### config.mk
export PLATFORM = sky130hd
export DESIGN_NAME = control_unit
export DESIGN_NICKNAME = d
export VERILOG_FILES = /design/src/rtl/cu_pkg.sv /design/src/rtl/cu_decoder.sv /design/src/rtl/control_unit.sv
export SDC_FILE = /design/constraint.sdc
export NUM_CORES = 1
export LEC_CHECK = 0
export BUFFER_PORTS_ARGS = -buffer_cell sky130_fd_sc_hd__clkbuf_2
export CAP_MARGIN = 20
export CORE_UTILIZATION = 32
export CTS_BUF_LIST = sky130_fd_sc_hd__clkbuf_16
export CTS_CLUSTER_SIZE = 10
export DETAILED_ROUTE_END_ITERATION = 8
export PLACE_DENSITY = 0.85
export SLEW_MARGIN = 20
export SYNTH_ARGS = -nofsm -noshare
export SYNTH_HDL_FRONTEND = slang
export SYNTH_SLANG_ARGS = --single-unit
### constraint.sdc
create_clock -name clk -period 1.58 [get_ports clk]
set_input_delay 0.079 -clock clk [delete_from_list [all_inputs] [get_ports clk]]
set_output_delay 0.079 -clock clk [all_outputs]
set_load 0.1 [all_outputs]
### src/rtl/cu_pkg.sv
// Shared definitions for the RV32I multi-cycle control unit.
// The HALT state exists only when CU_ILLEGAL_TRAP_EN is defined.
package cu_pkg;

    localparam logic [6:0] OP_R  = 7'b0110011;
    localparam logic [6:0] OP_L  = 7'b0000011;
    localparam logic [6:0] OP_I  = 7'b0010011;
    localparam logic [6:0] OP_S  = 7'b0100011;
    localparam logic [6:0] OP_B  = 7'b1100011;
    localparam logic [6:0] OP_LU = 7'b0110111;
    localparam logic [6:0] OP_AU = 7'b0010111;
    localparam logic [6:0] OP_J  = 7'b1101111;
    localparam logic [6:0] OP_JL = 7'b1100111;

    localparam logic [3:0] ALU_ADD = 4'b0000;
    localparam logic [3:0] ALU_SUB = 4'b1000;

    localparam logic [2:0] RFWD_ALU   = 3'd0;
    localparam logic [2:0] RFWD_LOAD  = 3'd1;
    localparam logic [2:0] RFWD_IMM   = 3'd2;
    localparam logic [2:0] RFWD_AUIPC = 3'd3;
    localparam logic [2:0] RFWD_PC4   = 3'd4;

    typedef enum logic [2:0] {
        S_FETCH,
        S_DECODE,
        S_EXECUTE,
        S_MEM_S,
        S_MEM_L,
        S_WB_L
`ifdef CU_ILLEGAL_TRAP_EN
        , S_HALT
`endif
    } state_t;

    typedef enum logic [3:0] {
        C_R, C_I, C_L, C_S, C_B, C_LU, C_AU, C_J, C_JL, C_ILL
    } iclass_t;

    typedef struct packed {
        iclass_t    cls;
        logic [3:0] alu;
        logic       alu_src;
        logic [2:0] rfwd;
        logic       branch;
        logic       jal;
        logic       jalr;
        logic       legal;
    } dec_t;

endpackage

### src/rtl/cu_decoder.sv
// Pure combinational instruction decode: class plus datapath selects.
import cu_pkg::*;

module cu_decoder (
    input  logic [31:0] instrCode,
    output dec_t        dec
);

    logic [2:0] funct3;
    logic       unused_bits;

    assign funct3      = instrCode[14:12];
    assign unused_bits = ^{instrCode[31], instrCode[29:15], instrCode[11:7]};

    always_comb begin
        dec       = '0;
        dec.cls   = C_ILL;
        dec.alu   = ALU_ADD;
        dec.rfwd  = RFWD_ALU;
        dec.legal = 1'b1;
        case (instrCode[6:0])
            OP_R: begin
                dec.cls = C_R;
                dec.alu = {instrCode[30], funct3};
            end
            OP_I: begin
                // bit 30 is an immediate bit except for the shift-right pair
                dec.cls     = C_I;
                dec.alu     = {(funct3 == 3'b101) & instrCode[30], funct3};
                dec.alu_src = 1'b1;
            end
            OP_L: begin
                dec.cls     = C_L;
                dec.alu_src = 1'b1;
                dec.rfwd    = RFWD_LOAD;
            end
            OP_S: begin
                dec.cls     = C_S;
                dec.alu_src = 1'b1;
            end
            OP_B: begin
                dec.cls    = C_B;
                dec.alu    = {1'b0, funct3};
                dec.branch = 1'b1;
            end
            OP_LU: begin
                dec.cls  = C_LU;
                dec.rfwd = RFWD_IMM;
            end
            OP_AU: begin
                dec.cls  = C_AU;
                dec.rfwd = RFWD_AUIPC;
            end
            OP_J: begin
                dec.cls  = C_J;
                dec.jal  = 1'b1;
                dec.rfwd = RFWD_PC4;
            end
            OP_JL: begin
                dec.cls  = C_JL;
                dec.jal  = 1'b1;
                dec.jalr = 1'b1;
                dec.rfwd = RFWD_PC4;
            end
            default: dec.legal = 1'b0;
        endcase
    end

endmodule

### src/rtl/control_unit.sv
// Multi-cycle RV32I sequencer: FSM plus state-gated decode outputs.
// Define CU_ILLEGAL_TRAP_EN to trap unrecognised opcodes into HALT.
import cu_pkg::*;

module control_unit (
    input  logic        clk,
    input  logic        reset,
    input  logic [31:0] instrCode,
    input  logic        busReady,
    output logic        PCEn,
    output logic        regFileWe,
    output logic [3:0]  aluControl,
    output logic        aluSrcMuxSel,
    output logic [2:0]  RFWDSrcMuxSel,
    output logic        branch,
    output logic        jal,
    output logic        jalr,
    output logic        busWe,
    output logic        busRe,
    output logic        illegalInstr
);

    state_t state;
    dec_t   dec;
    logic   is_mem;

    cu_decoder u_dec (
        .instrCode (instrCode),
        .dec       (dec)
    );

    assign is_mem = (dec.cls == C_S) || (dec.cls == C_L);

`ifdef CU_ILLEGAL_TRAP_EN
    logic ill_q;
    assign illegalInstr = ill_q;
`else
    assign illegalInstr = 1'b0;
`endif

    always_ff @(posedge clk) begin
        if (!reset) begin
            state <= S_FETCH;
`ifdef CU_ILLEGAL_TRAP_EN
            ill_q <= 1'b0;
`endif
        end else begin
            case (state)
                S_FETCH:  state <= S_DECODE;
`ifdef CU_ILLEGAL_TRAP_EN
                S_DECODE: begin
                    if (!dec.legal) begin
                        state <= S_HALT;
                        ill_q <= 1'b1;
                    end else begin
                        state <= S_EXECUTE;
                    end
                end
                S_HALT:   state <= S_HALT;
`else
                S_DECODE: state <= S_EXECUTE;
`endif
                S_EXECUTE: begin
                    if (dec.cls == C_S)      state <= S_MEM_S;
                    else if (dec.cls == C_L) state <= S_MEM_L;
                    else                     state <= S_FETCH;
                end
                S_MEM_S:  if (busReady) state <= S_FETCH;
                S_MEM_L:  if (busReady) state <= S_WB_L;
                S_WB_L:   state <= S_FETCH;
                default:  state <= S_FETCH;
            endcase
        end
    end

    // Decode fields are visible from DECODE to the final state; enables are per-state.
    always_comb begin
        PCEn          = 1'b0;
        regFileWe     = 1'b0;
        aluControl    = 4'b0000;
        aluSrcMuxSel  = 1'b0;
        RFWDSrcMuxSel = 3'd0;
        branch        = 1'b0;
        jal           = 1'b0;
        jalr          = 1'b0;
        busWe         = 1'b0;
        busRe         = 1'b0;
        if (state inside {S_DECODE, S_EXECUTE, S_MEM_S, S_MEM_L, S_WB_L}) begin
            aluControl    = dec.alu;
            aluSrcMuxSel  = dec.alu_src;
            RFWDSrcMuxSel = dec.rfwd;
            branch        = dec.branch;
            jal           = dec.jal;
            jalr          = dec.jalr;
        end
        case (state)
            S_EXECUTE: begin
                PCEn      = !is_mem;
                regFileWe = !is_mem && dec.legal && (dec.cls != C_B);
            end
            S_MEM_S: begin
                busWe = 1'b1;
                PCEn  = busReady;
            end
            S_MEM_L: busRe = 1'b1;
            S_WB_L: begin
                PCEn      = 1'b1;
                regFileWe = 1'b1;
            end
            default: ;
        endcase
    end

endmodule

## Word level (Yosys, flattened, before mapping)

Cells that the tools add are included.

- Bits in read-only memories: 0
- Bits in latches: 0
- Memories kept: 0
- Logic and storage cells: 55
- Bits in writable memories: 0
- Bits of input ports: 35
- Output and inout bits: 16
- Bits in registers: 3

- Shift-type cells: 0
- Multipliers: 0
- Div/mod/pow operators: 0
- Reductions and logical operators: 10
- Muxes and demuxes: 23
- Bitwise operators: 1
- Equality and inequality tests: 20
- Magnitude comparators: 0
- $add $sub $neg: 0

Operators by type and width:

| kind | count |
|---|---|
| $pmux 4 s9 | 1 |
| $eq 7x6->1 const B | 3 |
| $eq 7x7->1 const B | 3 |
| $mux 3 | 5 |
| $pmux 3 s5 | 1 |
| $eq 7x5->1 const B | 2 |
| $pmux 3 s4 | 1 |
| $pmux 4 s3 | 1 |
| $mux 1 | 11 |
| $eq 3x3->1 const B | 3 |
| $reduce_or 9->1 | 1 |
| $eq 4x2->1 const B | 2 |
| $eq 7x2->1 const B | 1 |
| $eq 3x2->1 const B | 2 |
| $reduce_bool 5->1 | 1 |
| $mux 4 | 1 |
| $ne 2x2->1 const B | 2 |
| $ne 4x3->1 const B | 1 |
| $eq 3x1->1 const B | 1 |
| $logic_not 3->1 | 1 |
| $pmux 1 s3 | 1 |
| $reduce_or 3->1 | 1 |
| $logic_and 1x1->1 | 2 |
| $pmux 1 s2 | 1 |
| 5 further kinds | 5 |

## Depth between registers and ports, before layout

Gate-level depths: netlist (run 1).

- Depth in word-level cells: 8
- Mapped depth: 5
- Mapped depth without buffers: 3

## Hierarchy

From an unflattened synthesis (run 1), not the netlist that was laid out.

- Cells, all modules: 88
- Area total of the unflattened synthesis: 665.6 sq um

By module, submodules not included:

| module | seq. area each (sq um) | area an instance (sq um) | cells each | instances |
|---|---|---|---|---|
| cu_decoder | 0.0 | 334.1 | 43 | 1 |
| control_unit | 60.1 | 331.6 | 45 | 1 |

## Worst setup path after synthesis (run 1)

OpenSTA, ideal clock, no wires.

- Path type: reg2out
- Start point: register state[0]
- End point: output port aluSrcMuxSel
- Setup slack: -1.626 ns
- Required time: 1.501 ns
- Arrival: 3.127 ns
- Cell stages (with the launch flop): 5
- Path buffers: 1
- Path through: dfxtp_1 > buf_2 > nor3_1 > or3_4 > a211oi_1

- Cells in the longest elaborated chain, start to end: 3
- Elaborated cells on any way between the ends: 7
- Classes of those cells: 5 x eq/ne; 1 x mux; 1 x reduce/logical

Ends and longest elaborated chain:

| item | line | text |
|---|---|---|
| start, declared | control_unit.sv:23 | `state_t state;` |
| start signal, assigned | control_unit.sv:43 | `state <= S_FETCH;` |
| start signal, assigned | control_unit.sv:49 | `S_FETCH: state <= S_DECODE;` |
| start signal, assigned | control_unit.sv:61 | `S_DECODE: state <= S_EXECUTE;` |
| $eq 3x1->1, or another cell as far along | control_unit.sv:88 | `if (state inside {S_DECODE, S_EXECUTE, S_MEM_S, S_MEM_L, S_WB_L}) begin` |
| $reduce_bool 5->1 * | control_unit.sv:88 |  |
| $mux 1 * | control_unit.sv:88 |  |
| end, declared | control_unit.sv:13 | `output logic aluSrcMuxSel,` |

Every way passes the cells marked *; elsewhere a longest branch is shown, timed or not.

## Worst setup path after layout (run 1)

- Start point: register state[2]
- End point: output port aluControl[3]

- Cells in the longest elaborated chain, start to end: 3
- Elaborated cells on any way between the ends: 7
- Classes of those cells: 5 x eq/ne; 1 x mux; 1 x reduce/logical

Ends and longest elaborated chain:

| item | line | text |
|---|---|---|
| $eq 3x1->1, or another cell as far along | control_unit.sv:88 |  |
| $reduce_bool 5->1 * | control_unit.sv:88 |  |
| $mux 4 * | control_unit.sv:88 |  |
| end, declared | control_unit.sv:12 | `output logic [3:0] aluControl,` |

Marks and branches as above.

==> results of run 1 <==
==> how the worst max path moves through the flow <==
stage,start,end,cells past startpoint
after global placement,state[2],jal,4
after floorplan,state[2],aluControl[3],3
final,state[2],aluControl[3],4
after CTS,state[2],aluControl[3],4
after global routing,state[2],aluControl[3],4
after detailed placement,state[2],jal,4
==> layer usage <==
layer | up-vias | share of wire [%] | track usage, %
li1 | 281 | - | -
met1 | 278 | 40 | 28.92
met2 | 31 | 52 | 45.83
met3 | 4 | 6.9 | 8.092
met4 | 0 | 0.86 | 4.310
met5 | - | 0 | 0
==> final cells by class <==
| class | instances | area share [%] |
|---|---|---|
| sequential | 3 | 6.960 |
| clock buffer | 3 | 7.326 |
| timing repair buffer | 33 | 37.85 |
| clock inverter | 1 | 0.3663 |
| tap | 14 | 1.709 |
| inverter | 4 | 1.465 |
| multi-input combinational | 48 | 44.32 |
==> synthesized netlist by cell type <==
library cell,instances
a2111oi_2,1
and2_4,1
or3_4,2
nor2b_1,3
nor2_1,7
or3_1,2
nand2b_1,2
a31oi_1,1
or2_2,2
a22o_1,1
buf_2,1
or2b_1,1
and2_1,3
nor4b_2,1
o2bb2ai_1,2
nor3_1,2
nand4bb_4,1
dfxtp_1,3
conb_1,1
o31ai_1,1
o32ai_1,2
o22ai_1,1
nand4b_1,1
nand3_1,3
a21oi_1,1
nand2_1,2
nand3b_1,2
buf_4,2
inv_1,4
a211oi_1,2
==> metrics by stage <==
step / std cells / TNS [ps] / worst slack, ps / util (%)
floorplan: 58 / -1833 / -416.9 / -
global placement: 98 / 0 / 77.86 / 74.79
detailed placement: 98 / 0 / 58.22 / 74.79
CTS: 104 / -483.4 / -122.4 / 83.76
global route: 106 / -477.8 / -132.7 / 86.39
finish: 106 / -266.9 / -123.1 / 86.39
==> cell families (layout without fill, tap and decap cells) <==
group                  Yosys count  after routing  synth area share, %
and+or+nand+nor                 35             35                54.73
AOI/OAI and AO/OA               12             12                22.64
other                            1              1               0.8588
DFF                              3              3                13.75
buffers and inverters            7             41                8.020
==> worst max-delay path, stage by stage, from the launching register on <==
cell and delay (ps):
dfxtp_4 350, and2_4 170, or3_4 360, nor4b_4 300, buf_12 220
==> power groups by stage <==
stage	registers, W	logic, W	clock network, W
final	0.0000876	0.000187	0.000407
after global routing	0.0000881	0.000196	0.000418
after CTS	0.0000903	0.000173	0.000406
after detailed placement	0.0000945	0.000166	0
after global placement	0.0000939	0.000160	0
after floorplan	0.0000872	0.000121	0
==> what timing repair did <==
action                     in CTS  in global routing
hold buffers                    0                  0
resized for setup               4                  4
setup endpoints to repair      10                 10
setup buffers                   2                  2
pin swaps                       2                  1
==> out/metrics.yaml, run 1 <==
status: "finished, violations left"
violations: "setup timing"
h-tree-depth: 1
arrival_ps: 1620
reg.largest.list: "state x3"
layout_common_cells: "buf_12, clkbuf_2, inv_1, buf_4"
syn_nets: 93
worstHoldStart: "reset"
drive_above_1_share_pct: 66.30
end_kind: "output port"
grt_pass1_vias: 537
clk_latency_ps: 230
p_seq_share_pct: 12.9
antenna_cells: 0
antenna_found_initial: 0
place_congestion: 0.8201
multi_input_area_um2: 454.2
yosys-top-cells-area: "dfxtp_1, nand4bb_4, nor2_1"
synth_largest_area_cell: "dfxtp_1"
finalHoldViolations: 0
regToRegSetupSlack_ps: 350
cts_buffer_depth: 2
root_buffer: "clkbuf_16"
cp.required_ps: 1500
start_util_pct: 36.81
cts_buffers: 3
rsz0062_at_grt: "yes"
clock_sinks: 3
whs_endpoint: "state[2]"
fill_cells: 53
min_path_cells: 3
die_y_um: 38.94
yosysTopAreaCellShare_pct: 13.75
ys_seq_elements: 3
critPathLaunchType: "register"
final_common_cell: "buf_12"
combPwrFrac_pct: 27.4
track_usage_pct: 25.36
finalCritPeriodShare_pct: 107.8
top_level_ports: 51
synth_area_per_cell_um2: 7.529
globalRouteOverflowTotal: 0
regArea_um2: 71.32
p_sw_share_pct: 30.42
critPathKind: "reg2out"
area_growth_syn_to_layout_pct: 134.7
r2r-start: "state[2]"
core_um2: 1186
total_power_w: 0.0006810
power.leakage_nw: 0.4032
cts_tree: "built"
die_w_um: 38.94
wl_per_cell_um: 16.50
drtAntennaViolNets: 0
drc: 0
max_freq_ghz: 0.5872
rr_worst_depth: 4
regMostFlops: "state"
period_minus_slack_ps: 1703
clock_skew_ps: 5.220
die-area_um2: 1516
drv_cap: 0
setup_viol: 6
p_per_area_nw_per_um2: 664.5
nNetsFinal: 128
pwr-share-clk_pct: 59.7
slew_viol_final: 0
dpl_cell_area_um2: 887.1
hpwl_um: 1172
synth_cell_types: 30
fin_ws_ps: -123.1
hold_path_class: "in2reg"
hold_ws_ps: 153.0
netlist_instances: 58
peakVddDrop_mv: 0.8871
cp_max_fo: 4
routed_via_density: 5.604
largest_register_ffs: 3
fin_area_um2: 1025
drt-pass1-iter-count: 4
via_count: 594
grt_first_pass_wirelength_um: 2532
p_int_w: 0.0004738
first_iter_violations: 13
wirelength_um: 1749
clk_pin_slew_worst_paths_ps: 30
grt_max_degree: 9
reg2reg_to: "state[0]"
switchingPower_w: 0.0002072
yosysSeqAreaShare_pct: 13.75
fp-row-count: 12
synth_warnings: 0
syn_area_um2: 436.7
port_buffers: 28
No activity file was read; power rests on OpenSTA's default activity.
==> run 2, diff against run 1 <==
- CORE_UTILIZATION: 32 -> 29
- PLACE_DENSITY: 0.85 -> 0.81
- clock period: 1.58 -> 1.5 ns (I/O delays scaled with it)
==> out/metrics.yaml, run 2 (synthesis gave the netlist of run 1 again) <==
status: "finished, violations left"
violations: "setup timing"
grt_max_degree: 8  # -1
slowest_delay_ps: 330  # -30 ps
reg.largest.list: "state x3"
crit_slowest_cell: "dfxtp_2"
p_sw_share_pct: 29.21  # -1.2 points
wirelength_um: 1634  # -6.6%
root_buffer: "clkbuf_16"
hpwl_um: 1169  # -0.26%
start_util_pct: 32.34  # -4.5 points
clk_latency_ps: 220  # about the same
rsz0062_at_grt: "yes"
via_count: 594  # unchanged
drt-pass1-iter-count: 4  # unchanged
p_seq_share_pct: 12.5  # -0.4 points
place_congestion: 0.8077  # -1.5%
cp.required_ps: 1420  # -80 ps
p_int_w: 0.0005232  # +10%
switchingPower_w: 0.0002159  # +4.2%
regMostFlops: "state"
drv_cap: 0  # unchanged
drtAntennaViolNets: 0  # unchanged
port_buffers: 28  # unchanged
path_cells: "and2_4 -> buf_4 -> or2_4 -> a211oi_4 -> buf_12"
top_level_ports: 51  # unchanged
max_freq_ghz: 0.6005
wl_per_cell_um: 14.59  # -12%
clk_pin_slew_worst_paths_ps: 30  # about the same
hold_ws_ps: 158.8  # +5.774 ps
cts_buffers: 3  # unchanged
first_iter_violations: 17  # +4
final_common_cell: "buf_12"
arrival_ps: 1590  # -30 ps
p_per_area_nw_per_um2: 668.2  # +0.55%
antenna_cells: 0  # unchanged
area_growth_syn_to_layout_pct: 153.3
slew_viol_final: 0  # unchanged
drc: 0  # unchanged
clock_skew_ps: 1.183  # -4.036 ps
total_power_w: 0.0007391  # +8.5%
fin_ws_ps: -165.4  # -42.21 ps
layout_common_cells: "buf_12, clkbuf_2, buf_4, inv_1, nor2_4"
routed_via_density: 5.304  # -5.4%
largest_register_ffs: 3  # unchanged
critPathLaunchType: "register"
fill_cells: 69  # +30%
cp_max_fo: 4  # unchanged
power.leakage_nw: 0.4360  # +8.1%
fp-row-count: 13  # +1
drive_above_1_share_pct: 72.16  # +5.9 points
grt_pass1_vias: 548  # +2.0%
postCtsHoldBufs: 0  # unchanged
track_usage_pct: 20.65  # -4.7 points
globalRouteOverflowTotal: 0  # unchanged
setup_viol: 10  # +4
combPwrFrac_pct: 30.8  # +3.4 points
die_y_um: 40.81  # +4.8%
h-tree-depth: 1  # unchanged
cts_tree: "built"
peakVddDrop_mv: 0.4298  # -52%
clock_sinks: 3  # unchanged
hold_path_class: "in2reg"
period_minus_slack_ps: 1665
cts_buffer_depth: 2  # unchanged
critPathKind: "reg2out"
grt_first_pass_wirelength_um: 2304  # -9.0%
finalCritPeriodShare_pct: 111.0
finalHoldViolations: 0  # unchanged
antenna_found_initial: 0  # unchanged
die-area_um2: 1665  # +9.8%
core_um2: 1350  # +14%
pwr-share-clk_pct: 56.7  # -3.0 points
end_kind: "output port"
die_w_um: 40.81  # +4.8%
nNetsFinal: 133  # +3.9%
==> run 2: repair_timing <==
action,4_1_cts,5_1_grt
pin swaps,4,5
endpoints found under the setup margin,12,11
buffers inserted,0,2
resized for setup,4,7
==> run 2: power by group through the flow <==
stage | Clock, W | Sequential, W | Combinational, W
2_1_floorplan | 0 | 0.0000918 | 0.000132
3_3_place_gp | 0 | 0.0000924 | 0.000195
3_5_place_dp | 0 | 0.0000928 | 0.000198
4_1_cts | 0.000418 | 0.0000922 | 0.000209
5_1_grt | 0.000432 | 0.0000927 | 0.000238
6_report | 0.000419 | 0.0000924 | 0.000227
==> run 2: layer usage <==
metal | part of all wire (%) | global-route usage (%)
met4 | 1.1 | 6.667
met2 | 52 | 37.50
met5 | 0 | 0
met3 | 6.5 | 3.261
met1 | 40 | 24.10
==> run 2: cell type report <==
type,count,area (um^2),share of cell area [%]
clock buffer,3,75.07,6.787
clock inverter,1,3.754,0.3394
inverter,4,15.01,1.357
multi-input combinational,48,481.7,43.55
sequential,3,63.81,5.769
tap,15,18.77,1.697
timing repair buffer,38,447.9,40.50
==> run 2: final timing paths <==
path | slack (ps) | startpoint | depth (start not counted) | end
min | 160 | reset | 2 | state[0]
max reg2reg | 290 | state[0] | 4 | state[0]
max | -170 | state[2] | 5 | RFWDSrcMuxSel[0]
min reg2reg | 720 | state[0] | 3 | state[1]
==> run 2: stage by stage <==
| step | utilization [%] | std cells | setup WS, ps | setup TNS [ps] | area, um^2 |
|---|---|---|---|---|---|
| after floorplan | - | 58 | -492.9 | -2527 | 563.0 |
| after global placement | 71.73 | 106 | 43.41 | 0 | 968.4 |
| after detailed placement | 71.73 | 106 | 19.11 | 0 | 968.4 |
| after CTS | 79.05 | 110 | -155.0 | -853.3 | 1067 |
| after global routing | 81.93 | 112 | -189.3 | -1433 | 1106 |
| final | 81.93 | 112 | -165.4 | -981.0 | 1106 |
==> run 2: worst max-delay path: cells and delay by family, from the launching register on <==
family,cells,cell delay (ps)
compound gates,1,270
buf+inv,2,340
flops,1,330
simple gates,2,430
